<file path="src/rtl/inst_fetch.sv">
// Instruction fetch unit: loads a program as 16-bit half-words, then streams it to execute.
// Define INST_FETCH_HALT_OP_EN to stop fetching when opcode 5'b11111 is transferred.
module inst_fetch #(
  parameter int unsigned DEPTH  = 16,
  parameter int unsigned ADDR_W = 4
) (
  input  logic              clk,
  input  logic              sys_rst_n,
  input  logic              load_en,
  input  logic [15:0]       din,
  input  logic              din_valid,
  input  logic              run,
  output logic [31:0]       ir,
  output logic              ir_valid,
  input  logic              ir_ready,
  output logic [ADDR_W-1:0] pc,
  output logic              loaded,
  output logic              halted
);

  localparam logic [2:0] StIdle   = 3'd0;
  localparam logic [2:0] StLoadHi = 3'd1;
  localparam logic [2:0] StLoadLo = 3'd2;
  localparam logic [2:0] StFetch  = 3'd3;
  localparam logic [2:0] StHold   = 3'd4;
  localparam logic [2:0] StHalt   = 3'd5;

  localparam logic [ADDR_W-1:0] LastAddr = ADDR_W'(DEPTH - 1);

  logic [2:0]        state_q, state_d;
  logic [31:0]       ir_q, ir_d;
  logic              ir_valid_q, ir_valid_d;
  logic [ADDR_W-1:0] pc_q, pc_d;
  logic              loaded_q, loaded_d;
  logic              halted_q, halted_d;
  logic [ADDR_W-1:0] load_ptr_q, load_ptr_d;
  logic [15:0]       hi_q, hi_d;
  logic              mem_we;
  logic              halt_op;

  // Program storage has no reset so a reset never destroys a resident program.
  logic [31:0] mem [DEPTH];

`ifdef INST_FETCH_HALT_OP_EN
  assign halt_op = (ir_q[31:27] == 5'b11111);
`else
  assign halt_op = 1'b0;
`endif

  always_comb begin
    state_d    = state_q;
    ir_d       = ir_q;
    ir_valid_d = ir_valid_q;
    pc_d       = pc_q;
    loaded_d   = loaded_q;
    halted_d   = halted_q;
    load_ptr_d = load_ptr_q;
    hi_d       = hi_q;
    mem_we     = 1'b0;
    case (state_q)
      StIdle, StHalt: begin
        if (load_en) begin
          state_d    = StLoadHi;
          load_ptr_d = '0;
          loaded_d   = 1'b0;
          halted_d   = 1'b0;
        end else if (run && loaded_q) begin
          state_d  = StFetch;
          pc_d     = '0;
          halted_d = 1'b0;
        end
      end
      StLoadHi: begin
        if (!load_en) begin
          state_d  = StIdle;
          loaded_d = 1'b0;
        end else if (din_valid) begin
          hi_d    = din;
          state_d = StLoadLo;
        end
      end
      StLoadLo: begin
        if (!load_en) begin
          state_d  = StIdle;
          loaded_d = 1'b0;
        end else if (din_valid) begin
          mem_we = 1'b1;
          if (load_ptr_q == LastAddr) begin
            state_d    = StIdle;
            loaded_d   = 1'b1;
            load_ptr_d = '0;
          end else begin
            load_ptr_d = load_ptr_q + ADDR_W'(1);
            state_d    = StLoadHi;
          end
        end
      end
      StFetch: begin
        ir_d       = mem[pc_q];
        ir_valid_d = 1'b1;
        state_d    = StHold;
      end
      StHold: begin
        if (ir_valid_q && ir_ready) begin
          ir_valid_d = 1'b0;
          // pc never wraps: the last entry ends the run.
          if (pc_q == LastAddr || halt_op) begin
            state_d  = StHalt;
            halted_d = 1'b1;
          end else begin
            pc_d    = pc_q + ADDR_W'(1);
            state_d = StFetch;
          end
        end
      end
      default: state_d = StIdle;
    endcase
  end

  always_ff @(posedge clk or negedge sys_rst_n) begin
    if (!sys_rst_n) begin
      state_q    <= StIdle;
      ir_q       <= '0;
      ir_valid_q <= 1'b0;
      pc_q       <= '0;
      loaded_q   <= 1'b0;
      halted_q   <= 1'b0;
      load_ptr_q <= '0;
      hi_q       <= '0;
    end else begin
      state_q    <= state_d;
      ir_q       <= ir_d;
      ir_valid_q <= ir_valid_d;
      pc_q       <= pc_d;
      loaded_q   <= loaded_d;
      halted_q   <= halted_d;
      load_ptr_q <= load_ptr_d;
      hi_q       <= hi_d;
    end
  end

  always_ff @(posedge clk) begin
    if (mem_we) begin
      mem[load_ptr_q] <= {hi_q, din};
    end
  end

  assign ir       = ir_q;
  assign ir_valid = ir_valid_q;
  assign pc       = pc_q;
  assign loaded   = loaded_q;
  assign halted   = halted_q;

endmodule

</file>
<file path="config.mk">
export PLATFORM = sky130hd
export DESIGN_NAME = inst_fetch
export DESIGN_NICKNAME = d
export VERILOG_FILES = /design/src/rtl/inst_fetch.sv
export SDC_FILE = /design/constraint.sdc
export NUM_CORES = 1
export LEC_CHECK = 0
export ABC_AREA = 1
export BUFFER_PORTS_ARGS = -buffer_cell sky130_fd_sc_hd__clkbuf_2
export CAP_MARGIN = 20
export CELL_PAD_IN_SITES_DETAIL_PLACEMENT = 0
export CELL_PAD_IN_SITES_GLOBAL_PLACEMENT = 1
export CORE_ASPECT_RATIO = 0.8
export CORE_MARGIN = 5
export CORE_UTILIZATION = 46
export DETAILED_ROUTE_END_ITERATION = 7
export PLACE_DENSITY = 0.75
export SETUP_SLACK_MARGIN = 0.3
export SLEW_MARGIN = 15
export SYNTH_ARGS = -nofsm -noshare
export SYNTH_HDL_FRONTEND = slang
export SYNTH_SLANG_ARGS = --single-unit
</file>
<file path="constraint.sdc">
create_clock -name clk -period 2.6 [get_ports clk]
set_input_delay 0 -clock clk [delete_from_list [all_inputs] [get_ports clk]]
set_output_delay 0 -clock clk [all_outputs]
set_load 0.02 [all_outputs]
</file>
Word level (Yosys, flattened, before mapping)
Memories as Yosys holds them, arrays and structs flattened. A register that Yosys moved wholly into a read port is not among the register bits.
Index checks and enable logic that the tools add are counted.
{"block": "word_totals", "register_bits": 30, "latch_bits": 0, "ram_bits": 512, "romBits": 0, "wordCells": 84, "memories": 1}
{"block": "op_classes", "addsub": 2, "n_mul": 0, "div": 0, "order_cmp": 0, "eq_ne": 20, "shift": 0, "n_mux": 38, "bitwise_logic": 0, "reduce_logical": 16}
{"name": "mem", "words": 16, "word_bits": 32, "rd": 1, "rd_ports_with_merged_regs": 1, "wr": 1, "line": "42", "source": "logic [31:0] mem [DEPTH];"}
{"op": "$mux 4", "n": 8}
{"op": "$mux 3", "n": 8}
{"op": "$ne 2x2->1 const B", "n": 9}
{"op": "$mux 1", "n": 16}
{"op": "$pmux 4 s2", "n": 2}
{"op": "$pmux 3 s5", "n": 1}
{"op": "$ne 3x3->1 const B", "n": 4}
{"op": "$reduce_and 4->1", "n": 3}
{"op": "$reduce_and 5->1", "n": 2}
{"op": "$add 4x1->4 const B", "n": 2}
{"op": "$eq 4x4->1 const B", "n": 2}
{"op": "$eq 3x2->1 const B", "n": 2}
{"op": "$eq 3x3->1 const B", "n": 2}
{"op": "$reduce_bool 2->1", "n": 3}
{"op": "$pmux 1 s2", "n": 2}
{"op": "$eq 3x1->1 const B", "n": 1}
{"op": "$logic_not 3->1", "n": 1}
{"op": "$pmux 1 s3", "n": 1}
{"op": "$reduce_and 3->1", "n": 1}
{"op": "$reduce_bool 3->1", "n": 1}
{"op": "$logic_and 1x1->1", "n": 2}
{"op": "$reduce_and 2->1", "n": 1}
{"op": "$reduce_or 2->1", "n": 1}
{"op": "$logic_not 1->1", "n": 1}

Longest topological paths before layout
Gate-level depths: netlist of run 1.
{"block": "logic_depth", "ltp_word": 5, "ltp_mapped": 11}

Least setup slack after synthesis of run 1
No wires, ideal clock.
{"block": "synth_timing", "path_type": "register to register", "start": "reg state_q[0]", "end": "mem mem[0][0] (enable)", "arrival_time_ns": 2.238, "setup_slack_ns": -0.059, "stages_incl_launch_ff": 6, "path_buffers": 0, "synth_period_minus_slack_ns": 2.659, "path_cell_list": "dfrtp_1 > inv_1 > nand3_1 > nor2_2 > nand2_1 > nor2_1"}
{"block": "synth_between", "elab_chain_cells": 4}
{"item": "start, declared", "line": "30", "source": "logic [2:0] state_q, state_d;"}
{"item": "start signal, assigned", "line": "122", "source": "state_q <= StIdle;"}
{"item": "start signal, assigned", "line": "131", "source": "state_q <= state_d;"}
{"item": "$eq 3x2->1", "line": "60", "source": "case (state_q)"}
{"item": "$mux 1", "line": "60"}
{"item": "$mux 1", "line": "143", "source": "if (mem_we) begin"}
{"item": "$mux 1 (implied by the code)", "line": "144", "source": "mem[load_ptr_q] <= {hi_q, din};"}
{"item": "end, declared", "line": "42"}
Every way passes these cells.

Worst setup path after layout of run 1
{"block": "layout_timing", "start": "reg state_q[0]", "end": "mem mem[10][29] (enable)"}
Same word-level chain as after synthesis.

==> results of run 1 <==
==> how the worst max path moves through the flow <==
stage,from,end,slack [ns],cells after the start
2_1_floorplan,state_q[0]$_DFFE_PN0P_,mem[0][0]$_DFFE_PP_,-0.06,5
3_3_place_gp,state_q[0]$_DFFE_PN0P_,mem[10][12]$_DFFE_PP_,0.58,6
3_5_place_dp,state_q[0]$_DFFE_PN0P_,mem[10][12]$_DFFE_PP_,0.54,6
4_1_cts,state_q[0]$_DFFE_PN0P_,mem[10][6]$_DFFE_PP_,0.53,6
5_1_grt,state_q[0]$_DFFE_PN0P_,mem[8][2]$_DFFE_PP_,0.36,6
6_report,state_q[0]$_DFFE_PN0P_,mem[10][29]$_DFFE_PP_,0.51,6
==> state kept, by name (all words and copies together) (netlist names), 3 cells and up <==
name and count:
mem 512, ir 32, hi_q 16, load_ptr_q 4, pc 4, state_q 3
==> cells by family (layout without fill, tap and decap cells) <==
group	count (synthesis)	count (layout)	synth area share (%)
DFF	574	574	73.4
xor gates and xnor gates	2	2	0.0759
adders and majority gates	5	5	0.271
and+or+nand+nor	1231	1231	21.8
AOI/OAI and AO/OA	80	80	1.75
buffers and inverters	129	265	2.73
==> stage by stage <==
| stage | instance area [µm²] | total power, mW | utilization, % | TNS, ns | cells |
|---|---|---|---|---|---|
| floorplan | 23100 | 15.2 | - | -26.32 | 2021 |
| global placement | 24400 | 16.9 | 49.2 | 0 | 2703 |
| detailed placement | 24400 | 17.0 | 49.2 | 0 | 2703 |
| CTS | 26500 | 24.9 | 53.3 | 0 | 2832 |
| global route | 26500 | 26.0 | 53.3 | 0 | 2832 |
| finish | 26500 | 24.7 | 53.3 | 0 | 2832 |
==> cell type report <==
| type | count | area share (%) |
|---|---|---|
| tap | 675 | 3.19 |
| clock buffer | 86 | 6.10 |
| sequential | 574 | 64.0 |
| inverter | 22 | 0.331 |
| timing repair buffer | 137 | 4.41 |
| multi-input combinational | 1318 | 21.3 |
| clock inverter | 20 | 0.699 |
==> critical path: cells and delay by family (launching register included) <==
kind | cells | cell delay [ns]
buf+inv | 2 | 0.46
simple gates | 4 | 0.87
flops | 1 | 0.40
==> synth_stat cells <==
master,instances,area share (%)
nand3_1,285,6.2
a21oi_1,65,1.4
nand3b_1,1,0.033
buf_2,79,1.7
inv_4,1,0.027
buf_6,2,0.098
o21ai_1,8,0.17
clkbuf_1,14,0.23
buf_4,8,0.26
o21ai_2,1,0.038
nor2_4,1,0.049
or2_2,1,0.027
nor3_4,1,0.071
edfxtp_1,512,67
dfrtp_1,62,6.7
nand3_2,1,0.043
buf_1,4,0.065
clkinv_1,1,0.016
nor2_2,3,0.081
nand2_2,3,0.081
nand2_4,1,0.049
nor2_1,55,0.89
nand2_1,878,14
ha_1,5,0.27
nand4_1,1,0.027
o21ai_0,6,0.13
xor2_1,2,0.076
inv_2,5,0.081
inv_1,15,0.24
==> routing by layer <==
| layer | global-route usage [%] | share of wire [%] | up-vias |
|---|---|---|---|
| met4 | 5.94 | 2.3 | 0 |
| met5 | 0 | 0 | - |
| met2 | 35.2 | 47 | 461 |
| met1 | 32.8 | 45 | 7466 |
| li1 | - | - | 7090 |
| met3 | 3.07 | 6.2 | 95 |
==> power by group <==
group | total, mW | internal (mW) | switching (mW)
Sequential | 11.8 | 11.0 | 0.791
Clock | 7.91 | 4.49 | 3.42
Combinational | 4.95 | 1.43 | 3.52
Total | 24.7 | 17.0 | 7.73
==> what timing repair did <==
| item | in CTS | in global routing |
|---|---|---|
| hold buffers | 23 | 0 |
| buffers inserted | 0 | 0 |
| gates resized for setup | 0 | 0 |
| endpoints found under the hold margin | 348 | 0 |
==> summary.md, run 1 <==
| Metric | Value |
|---|---|
| Status | `finished, final reports clean` |
| Worst setup SP type | `flip-flop` |
| Initial antenna violation count | `1` |
| Setup WS post-layout | `0.507 ns` |
| Max-Cap Viols | `0` |
| Hold WC Path Type | `in2reg` |
| Average wire per cell in the routed design | `21.4 µm` |
| Worst Hold Launch | `ir_ready` |
| #FFs+latches synth | `574` |
| WHS | `0.197 ns` |
| Power per Cell Area | `932 nW/µm²` |
| Die area | `54800 µm²` |
| # fillers | `4315` |
| Die width | `260 µm` |
| Register-to-Register Path Depth | `6` |
| Clk buf depth | `3` |
| Period utilization | `80.5%` |
| Slew at the pin closest to its max-slew limit | `0.879 ns` |
| DRC errors left | `0` |
| CP max-delay cell | `dfrtp_1` |
| Max-slew headroom | `41.4%` |
| H-Tree Depth | `2` |
| First-pass GRT wire length | `92600 µm` |
| Core ar. | `49700 µm²` |
| Syn-to-layout area delta | `14.7%` |
| Leakage | `10.2 nW` |
| Tmin final | `2.09 ns` |
| # rows | `73` |
| Setup Skew | `0.0173 ns` |
| Sequential cell area fraction in the yosys report | `73.4%` |
| Worst-path clk slew | `0.06 ns` |
| Worst slack, placed | `0.541 ns` |
| Reg area | `16900 µm²` |
| Arrival @ worst endpoint | `2.37 ns` |
| Warnings, synthesis | `0` |
| Die height | `210 µm` |
| CTS tree | `yes` |
| Synth Cell Area | `23100 µm²` |
| Antenna Nets Post-Route | `0` |
| DR pass1 iterations | `5` |
| FF-to-FF setup slack | `0.51 ns` |
| Hold depth | `5` |
| Buffers on Ports | `60` |
| Setup CP Type | `reg2reg` |
| Final setup vio count | `0` |
| Worst-path cell chain | `inv_1 -> nand3_1 -> nor2_2 -> nand2_1 -> nor2_4 -> buf_4` |
| Effective utilization at floorplan | `46.4%` |
| Worst hold path endpoint | `ir_valid$_DFFE_PN0P_` |
| Total track usage | `22.2%` |
| Initial DRC count | `1613` |
| Pin count of the biggest net entering global routing | `166` |
| Proportion of layout cells with a drive suffix above 1 | `10.8%` |
| CP max FO | `19` |
| Root buf cell | `clkbuf_16` |
| Mapped Avg Cell Area | `11.4 µm²` |
| Num CTS Buffers | `56` |
| VDD IR-drop max | `848 µV` |
| Syn Nets | `2048` |
| CP max stage delay | `0.40 ns` |
| DR vias/cell | `5.34` |
| Clk sinks | `574` |
| Commonest non-fill, non-tap cell in the layout | `nand2_1` |
| Post-Syn Instances | `2021` |
| RR Startpoint | `state_q[0]$_DFFE_PN0P_` |
| Antenna fix cells | `0` |
| Post-Route WL | `60500 µm` |
| Crit. End Element | `flip-flop` |
| Multi-input gate area | `5640 µm²` |
| Net count, final | `2136` |
| I/O pins | `61` |
| RSZ-0062 raised after global routing | `false` |
| Yosys cell types | `29` |
| Vias in the first global route | `14798` |
| Final Hold Viols | `0` |
| Reg2Reg Capture Point | `mem[10][29]$_DFFE_PP_` |
| Final Max Slew Viols | `0` |
| Post-DP HPWL | `31300 µm` |
| Commonest cells after routing, fill and taps aside | `nand2_1, edfxtp_1, nand3_1` |
| Worst-Skew Late Latency | `0.62 ns` |
| Gpl congestion | `0.788` |
| Worst path required time | `2.87 ns` |
| Vias | `15112` |
| Total global routing overflow | `0` |
| Fmax | `478 MHz` |
No activity file was read; power rests on OpenSTA's default activity.
==> inputs of run 2 (changes only) <==
--- a/config.mk
+++ b/config.mk
@@ -12,9 +12,9 @@
 export CELL_PAD_IN_SITES_GLOBAL_PLACEMENT = 1
 export CORE_ASPECT_RATIO = 0.8
 export CORE_MARGIN = 5
-export CORE_UTILIZATION = 46
+export CORE_UTILIZATION = 50
 export DETAILED_ROUTE_END_ITERATION = 7
-export PLACE_DENSITY = 0.75
+export PLACE_DENSITY = 0.77
 export SETUP_SLACK_MARGIN = 0.3
 export SLEW_MARGIN = 15
 export SYNTH_ARGS = -nofsm -noshare
==> constraint.sdc (replaced) <==
create_clock -name clk -period 1.98 [get_ports clk]
set_input_delay 0 -clock clk [delete_from_list [all_inputs] [get_ports clk]]
set_output_delay 0 -clock clk [all_outputs]
set_load 0.02 [all_outputs]
==> run 2 against run 1 <==
  * Critical path depth rose by 3
  * Combinational power rose by 91%
  * Register-to-register slack got worse by 0.33 ns
  * Sequential cell count did not move
  * Setup slack got worse by 0.33 ns
  * Non-clock buffer count rose by 136
  * Sequential share of layout area fell by 5.9 points
  * Clock skew rose by 0.0074 ns
  * Count of clock-buffer cells in the layout fell by 14
  * Critical path type unchanged
  * Largest cell class unchanged
  * Largest power group unchanged
==> summary.md, run 2 (synthesized netlist as in run 1, its figures left out) <==
| Metric | Value |
|---|---|
| Fin util | `63.8% (was 53.3%)` |
| Leakage | `11.3 nW (was 10.2 nW)` |
| Average wire per cell in the routed design | `24.6 µm (was 21.4 µm)` |
| Arrival @ worst endpoint | `2.10 ns (was 2.37 ns)` |
| Post-DP HPWL | `34200 µm (was 31300 µm)` |
| DR vias/cell | `5.68 (was 5.34)` |
| Worst path required time | `2.28 ns (was 2.87 ns)` |
| Total track usage | `25.1% (was 22.2%)` |
| Clk sinks | `574 (unchanged)` |
| Slew at the pin closest to its max-slew limit | `0.733 ns (was 0.879 ns)` |
| Finished layout cell area | `29200 µm² (was 26500 µm²)` |
| Effective utilization at floorplan | `50.5% (was 46.4%)` |
| Post-Route WL | `71400 µm (was 60500 µm)` |
| Initial antenna violation count | `0 (was 1)` |
| Psw | `11.5 mW (was 7.73 mW)` |
| Proportion of layout cells with a drive suffix above 1 | `18.5% (was 10.8%)` |
| Multi-input gate area | `5960 µm² (was 5640 µm²)` |
| Finished Layout Cells | `2901 (was 2832)` |
| Flop pwr share | `44.8% (was 47.9%)` |
| Final setup vio count | `0 (unchanged)` |
| Placed instance area | `24900 µm² (was 24400 µm²)` |
| Clock power frac | `28.2% (was 32.0%)` |
| I/O pins | `61 (unchanged)` |
| Max-Cap Viols | `0 (unchanged)` |
| Die width | `250 µm (was 260 µm)` |
| Initial DRC count | `1864 (was 1613)` |
| Root buf cell | `clkbuf_16 (unchanged)` |
| Vias | `16486 (was 15112)` |
| Net Sw Frac | `32.8% (was 31.3%)` |
| CP max FO | `7 (was 19)` |
| Final Max Slew Viols | `0 (unchanged)` |
| # rows | `70 (was 73)` |
| Tmin final | `1.80 ns (was 2.09 ns)` |
| Status | `finished, final reports clean (unchanged)` |
| Dpl cells | `2666 (was 2703)` |
| VDD IR-drop max | `870 µV (was 848 µV)` |
| Worst-Skew Late Latency | `0.60 ns (was 0.62 ns)` |
| Most flop-heavy register | `mem (unchanged)` |
| Gpl congestion | `0.771 (was 0.788)` |
| Period utilization | `91.0% (was 80.5%)` |
| P_int | `23.5 mW (was 17.0 mW)` |
| # fillers | `3461 (was 4315)` |
| Commonest non-fill, non-tap cell in the layout | `nand2_1 (unchanged)` |
| Total global routing overflow | `0 (unchanged)` |
| Fmax | `555 MHz (was 478 MHz)` |
| Antenna Nets Post-Route | `0 (unchanged)` |
| Setup CP Type | `reg2reg (unchanged)` |
| Num CTS Buffers | `54 (was 56)` |
| Pin count of the biggest net entering global routing | `78 (was 166)` |
| Clk buf depth | `3 (unchanged)` |
| Die height | `202 µm (was 210 µm)` |
| H-Tree Depth | `2 (unchanged)` |
| CTS tree | `yes (unchanged)` |
| Commonest cells after routing, fill and taps aside | `nand2_1, edfxtp_1, nand3_1 (unchanged)` |
| First-pass GRT wire length | `96400 µm (was 92600 µm)` |
| Reg area | `16900 µm² (about the same)` |
| Worst-path clk slew | `0.06 ns (about the same)` |
| Power per Cell Area | `1200 nW/µm² (was 932 nW/µm²)` |
| Syn-to-layout area delta | `26.4% (was 14.7%)` |
| Final Hold Viols | `0 (unchanged)` |
| Crit. End Element | `flip-flop (unchanged)` |
| Max reg flops | `512 (unchanged)` |
| Max-slew headroom | `51.1% (was 41.4%)` |
| Buffers on Ports | `60 (unchanged)` |
| Net count, final | `2271 (was 2136)` |
| Core ar. | `45700 µm² (was 49700 µm²)` |
| Worst setup SP type | `flip-flop (unchanged)` |
| Comb pwr share | `27.0% (was 20.1%)` |
| DR pass1 iterations | `6 (was 5)` |
| RSZ-0062 raised after global routing | `true (was false)` |
| Setup tns final | `0 ns (unchanged)` |
| Setup Skew | `0.0248 ns (was 0.0173 ns)` |
| Hold WC Path Type | `in2reg (unchanged)` |
| Design Power | `35.0 mW (was 24.7 mW)` |
| Vias in the first global route | `15240 (was 14798)` |
| Die area | `50600 µm² (was 54800 µm²)` |
| DRC errors left | `0 (unchanged)` |
[run 2: cell count changes in the layout (fill, tap and decap cells not counted), moves of 10 or more]
cell       delta
nand2_1      -17
nand3_1      -19
buf_4        +13
a21oi_2      +11
nand2_2      +10
buf_6        +30
nor2_1       -11
a21oi_1      -11
buf_16       +20
buf_12       +33
nand3_2      +17
clkbuf_16    +32
[run 2: layout make-up]
type / instances / area share [%]
inverters: 22 / 0.335
repair inverters: 1 / 0.0300
repair buffers: 273 / 12.9
well taps: 612 / 2.63
clock buffers: 72 / 5.01
multi-input cells: 1318 / 20.5
clock inverters: 28 / 0.613
flip-flops and latches: 574 / 58.1
diodes: 1 / 0.00858
[run 2: metal layers]
metal  GRT usage (%)  part of all wire (%)  wire (µm)
met5               0                     0          0
met3            3.94                   9.2       6590
met2            40.5                    46      33200
met1            36.1                    42      29600
met4            6.66                   2.8       1980
[run 2: per-stage QoR]
step	hold WS, ns	setup WS, ns
after floorplan	-0.296	0.117
after global placement	0.0216	0.160
after detailed placement	0.0244	0.173
after CTS	0.194	0.221
after global routing	0.279	0.150
final	0.230	0.179
[run 2: path summary, 6_finish.rpt]
path | startpoint | slack [ns] | endpoint | depth (start not counted)
min in group asynchronous | sys_rst_n | 0.55 | pc[3]$_DFFE_PN0P_ | 4
max in group asynchronous | sys_rst_n | 1.18 | pc[0]$_DFFE_PN0P_ | 4
min | ir_ready | 0.23 | ir_valid$_DFFE_PN0P_ | 5
min reg2reg | ir[27]$_DFFE_PN0P_ | 0.48 | ir[27]$_DFFE_PN0P_ | 2
max reg2reg | state_q[2]$_DFFE_PN0P_ | 0.18 | mem[7][9]$_DFFE_PP_ | 9
max | state_q[2]$_DFFE_PN0P_ | 0.18 | mem[7][9]$_DFFE_PP_ | 9
[run 2: power groups by stage]
stage / logic [mW] / registers, mW / clock network (mW)
2_1_floorplan: 4.26 / 15.7 / 0
3_3_place_gp: 6.95 / 15.8 / 0
3_5_place_dp: 7.01 / 15.9 / 0
4_1_cts: 7.50 / 15.6 / 9.96
5_1_grt: 10.2 / 15.7 / 10.5
6_report: 9.45 / 15.6 / 9.86
[run 2: timing repair]
action                     in CTS  in global routing
gates resized for setup        33                101
hold endpoints to repair      347                  0
pin swaps                       2                 36
setup buffers                  21                 40
gates cloned                   10                 40
hold buffers                   23                  0
setup endpoints to repair     546                541
[run 2: critical path, stage by stage (launching register included)]
cell and delay, ns:
dfrtp_1 0.39, inv_2 0.10, nand3_4 0.08, nor2_4 0.10, buf_12 0.11, buf_12 0.13
nand2_8 0.08, nor2_4 0.15, buf_12 0.17, clkbuf_16 0.18
==> inputs of run 3 (changes only) <==
--- a/config.mk
+++ b/config.mk
@@ -5,16 +5,15 @@
 export SDC_FILE = /design/constraint.sdc
 export NUM_CORES = 1
 export LEC_CHECK = 0
-export ABC_AREA = 1
 export BUFFER_PORTS_ARGS = -buffer_cell sky130_fd_sc_hd__clkbuf_2
 export CAP_MARGIN = 20
 export CELL_PAD_IN_SITES_DETAIL_PLACEMENT = 0
 export CELL_PAD_IN_SITES_GLOBAL_PLACEMENT = 1
 export CORE_ASPECT_RATIO = 0.8
 export CORE_MARGIN = 5
-export CORE_UTILIZATION = 50
+export CORE_UTILIZATION = 55
 export DETAILED_ROUTE_END_ITERATION = 7
-export PLACE_DENSITY = 0.77
+export PLACE_DENSITY = 0.78
 export SETUP_SLACK_MARGIN = 0.3
 export SLEW_MARGIN = 15
 export SYNTH_ARGS = -nofsm -noshare
==> run 3 against run 2 <==
  * Sequential power about the same
  * Register-to-register slack worse by 0.23 ns
  * The flow now finishes with violations (negative setup slack)
  * Clock skew down 0.0037 ns
  * Setup slack worse by 0.23 ns
  * Sequential cell count unchanged
==> summary.md, run 3 <==
| Metric | Value |
|---|---|
| Status | `finished with violations (was finished, final reports clean)` |
| Failing checks | `negative setup slack` |
| Final Max Slew Viols | `0 (unchanged)` |
| Setup Skew | `0.0211 ns (was 0.0248 ns)` |
| Fmax | `492 MHz (was 555 MHz)` |
| Worst Hold Launch | `run (was ir_ready)` |
| Proportion of layout cells with a drive suffix above 1 | `42.0% (was 18.5%)` |
| Max-slew headroom | `63.4% (was 51.1%)` |
| Buffers on Ports | `60 (unchanged)` |
| Post-DP HPWL | `28300 µm (was 34200 µm)` |
| Crit. End Element | `flip-flop (unchanged)` |
| Vias | `11937 (was 16486)` |
| Die area | `44200 µm² (was 50600 µm²)` |
| Syn-to-layout area delta | `28.8% (was 26.4%)` |
| CTS tree | `yes (unchanged)` |
| Worst-path cell chain | `buf_12 -> buf_12 -> mux4_2 -> mux2_4 -> a22oi_1 -> o21ai_1 (was inv_2 -> nand3_4 -> nor2_4 -> buf_12 -> buf_12 -> nand2_8 -> nor2_4 -> buf_12 -> clkbuf_16)` |
| Antenna Nets Post-Route | `0 (unchanged)` |
| Antenna fix cells | `0 (was 1)` |
| First-pass GRT wire length | `79500 µm (was 96400 µm)` |
| Initial DRC count | `1300 (was 1864)` |
| # rows | `65 (was 70)` |
| Synth top cells by count | `edfxtp_1, mux4_2, dfrtp_1 (was nand2_1, edfxtp_1, nand3_1)` |
| Post-Syn Instances | `1054 (was 2021)` |
| Top-count cell post-synth | `edfxtp_1 (was nand2_1)` |
| RSZ-0062 raised after global routing | `true (unchanged)` |
| Post-Route WL | `58700 µm (was 71400 µm)` |
| Synth top area share | `69.8% (was 66.6%)` |
| RR Startpoint | `pc[0]$_DFFE_PN0P_ (was state_q[2]$_DFFE_PN0P_)` |
| Commonest non-fill, non-tap cell in the layout | `edfxtp_1 (was nand2_1)` |
| Worst slack, placed | `-0.0545 ns (was 0.173 ns)` |
| Final Hold Viols | `0 (unchanged)` |
| Clk sinks | `574 (unchanged)` |
| Worst setup SP type | `flip-flop (unchanged)` |
| CP max-delay cell | `mux4_2 (was dfrtp_1)` |
| Register-to-Register Path Depth | `6 (was 9)` |
| Clk buf depth | `3 (unchanged)` |
| DRC errors left | `0 (unchanged)` |
| Worst-Skew Late Latency | `0.58 ns (was 0.60 ns)` |
| CP max FO | `8 (was 7)` |
| Mapped Avg Cell Area | `20.9 µm² (was 11.4 µm²)` |
| Max reg flops | `512 (unchanged)` |
| Total global routing overflow | `0 (unchanged)` |
| Warnings, synthesis | `0 (unchanged)` |
| H-Tree Depth | `2 (unchanged)` |
| Power per Cell Area | `1110 nW/µm² (was 1200 nW/µm²)` |
| Arrival @ worst endpoint | `2.46 ns (was 2.10 ns)` |
| Yosys cell types | `49 (was 29)` |
| Most flop-heavy register | `mem (unchanged)` |
| Hold WC Path Type | `in2reg (unchanged)` |
| Root buf cell | `clkbuf_16 (unchanged)` |
| #FFs+latches synth | `574 (unchanged)` |
| Period utilization | `103% (was 91.0%)` |
| Leakage | `9.48 nW (was 11.3 nW)` |
| VDD IR-drop max | `906 µV (was 870 µV)` |
| Total track usage | `24.7% (was 25.1%)` |
| Pin count of the biggest net entering global routing | `36 (was 78)` |
| Synth area leader | `edfxtp_1 (unchanged)` |
| I/O pins | `61 (unchanged)` |
| DR pass1 iterations | `5 (was 6)` |
| WHS | `0.126 ns (was 0.230 ns)` |
| Worst setup path start | `pc[0]$_DFFE_PN0P_ (was state_q[2]$_DFFE_PN0P_)` |
| Effective utilization at floorplan | `55.8% (was 50.5%)` |
| Worst-path clk slew | `0.06 ns (about the same)` |
| Sequential cell area fraction in the yosys report | `76.8% (was 73.4%)` |
| Average wire per cell in the routed design | `30.8 µm (was 24.6 µm)` |
| Die height | `189 µm (was 202 µm)` |
| Syn Nets | `1081 (was 2048)` |
| Num CTS Buffers | `54 (unchanged)` |
| Delay-heaviest family, CP | `multiplexers (was buffers and inverters)` |
| Setup WS post-layout | `-0.0526 ns (was 0.179 ns)` |
| Tmin final | `2.03 ns (was 1.80 ns)` |
| Die width | `234 µm (was 250 µm)` |
| CP max stage delay | `0.50 ns (was 0.39 ns)` |
| Number of flops mapped to enable cells by yosys | `512 (unchanged)` |
| Core ar. | `39500 µm² (was 45700 µm²)` |
| Reg2Reg Capture Point | `ir[11]$_DFFE_PN0P_ (was mem[7][9]$_DFFE_PP_)` |
| Vias in the first global route | `11957 (was 15240)` |
| FF-to-FF setup slack | `-0.05 ns (was 0.18 ns)` |
| Hold depth | `5 (unchanged)` |
| DR vias/cell | `6.26 (was 5.68)` |
| WP buf/inv | `2 (was 5)` |
| Top FF cell, synth | `edfxtp_1 (unchanged)` |
| Final setup vio count | `6 (was 0)` |
| Ys async rst share | `10.8% (unchanged)` |
| Worst hold path endpoint | `pc[2]$_DFFE_PN0P_ (was ir_valid$_DFFE_PN0P_)` |
| Commonest cells after routing, fill and taps aside | `edfxtp_1, mux4_2, clkbuf_16 (was nand2_1, edfxtp_1, nand3_1)` |
| Ranking of synthesized cells by area | `edfxtp_1, mux4_2, dfrtp_1 (was edfxtp_1, nand2_1, dfrtp_1)` |
| Net count, final | `1353 (was 2271)` |
| Worst path required time | `2.41 ns (was 2.28 ns)` |
| Slew at the pin closest to its max-slew limit | `0.548 ns (was 0.733 ns)` |
| Max-Cap Viols | `0 (unchanged)` |
| Setup CP Type | `reg2reg (unchanged)` |
| Gpl congestion | `0.752 (was 0.771)` |
| Crit path top cell by count | `buf_12 (unchanged)` |
| Initial antenna violation count | `0 (unchanged)` |
| Synth Cell Area | `22000 µm² (was 23100 µm²)` |
-- run 3: cell count changes after synthesis, moves of 13 or more --
cell,change
a21oi_1,-61
a22oi_1,+31
buf_2,-59
clkbuf_1,+13
mux2_2,+48
mux4_2,+127
nand2_1,-860
nand3_1,-282
o21ai_0,+46
-- run 3: logic make-up after synthesis --
family | synth area share, %
AND/OR/NAND/NOR | 2.14
adder cells (fa/ha/maj) | 0.284
XOR/XNOR | 0.0795
multiplexers | 15.7
flip-flops | 76.8
buffers and inverters | 1.51
AO/OA/AOI/OAI | 3.48
-- run 3: metal layers --
| layer | up-vias | GRT usage, % | wire length [µm] |
|---|---|---|---|
| met2 | 621 | 39.4 | 29000 |
| met1 | 6297 | 36.3 | 22900 |
| met4 | 0 | 5.40 | 1510 |
| li1 | 4910 | - | - |
| met3 | 109 | 4.95 | 5270 |
| met5 | - | 0 | 0 |
-- run 3: final cells by class --
type	count	area, µm²
clock inverters	22	245
inverters	8	30.0
well taps	536	671
repair buffers	274	3660
multi-input cells	414	5340
fillers	2284	11100
clock buffers	79	1510
flip-flops and latches	574	16900
-- run 3: timing repair --
| action | in CTS | in global routing |
|---|---|---|
| pin swaps | 8 | 18 |
| hold endpoints to repair | 339 | 0 |
| resized for setup | 63 | 82 |
| setup buffers | 40 | 21 |
| endpoints found under the setup margin | 568 | 571 |
| hold buffers | 22 | 0 |
| cloned | 14 | 21 |
-- run 3: power breakdown --
part           internal (mW)  switching [mW]
logic                   2.64            2.83
registers               14.6            1.17
clock network           5.94            4.34
-- run 3: worst min-delay path, stage by stage --
cell and delay, ns:
clkbuf_2 0.08, a21o_1 0.15, o22a_4 0.18, o211a_1 0.16, o22ai_2 0.08
-- run 3: how the worst max path moves through the flow --
stage / cells after the start / to
after floorplan: 5 / mem[2][0]$_DFFE_PP_
after global placement: 5 / ir[8]$_DFFE_PN0P_
after detailed placement: 5 / ir[8]$_DFFE_PN0P_
after CTS: 7 / ir[9]$_DFFE_PN0P_
after global routing: 7 / ir[21]$_DFFE_PN0P_
final: 6 / ir[11]$_DFFE_PN0P_
-- run 3: metrics by stage --
step	setup TNS [ns]	instances	cell area (µm²)	util, %	total power [mW]
after global placement	-0.0731	1688	24300	61.4	20.4
final	-0.162	1907	28400	71.8	31.6
after CTS	0	1865	27300	69.1	31.1
after floorplan	-103.92	1054	22400	-	18.5
after detailed placement	-0.280	1688	24300	61.4	20.5
after global routing	-3.41	1907	28400	71.8	32.8
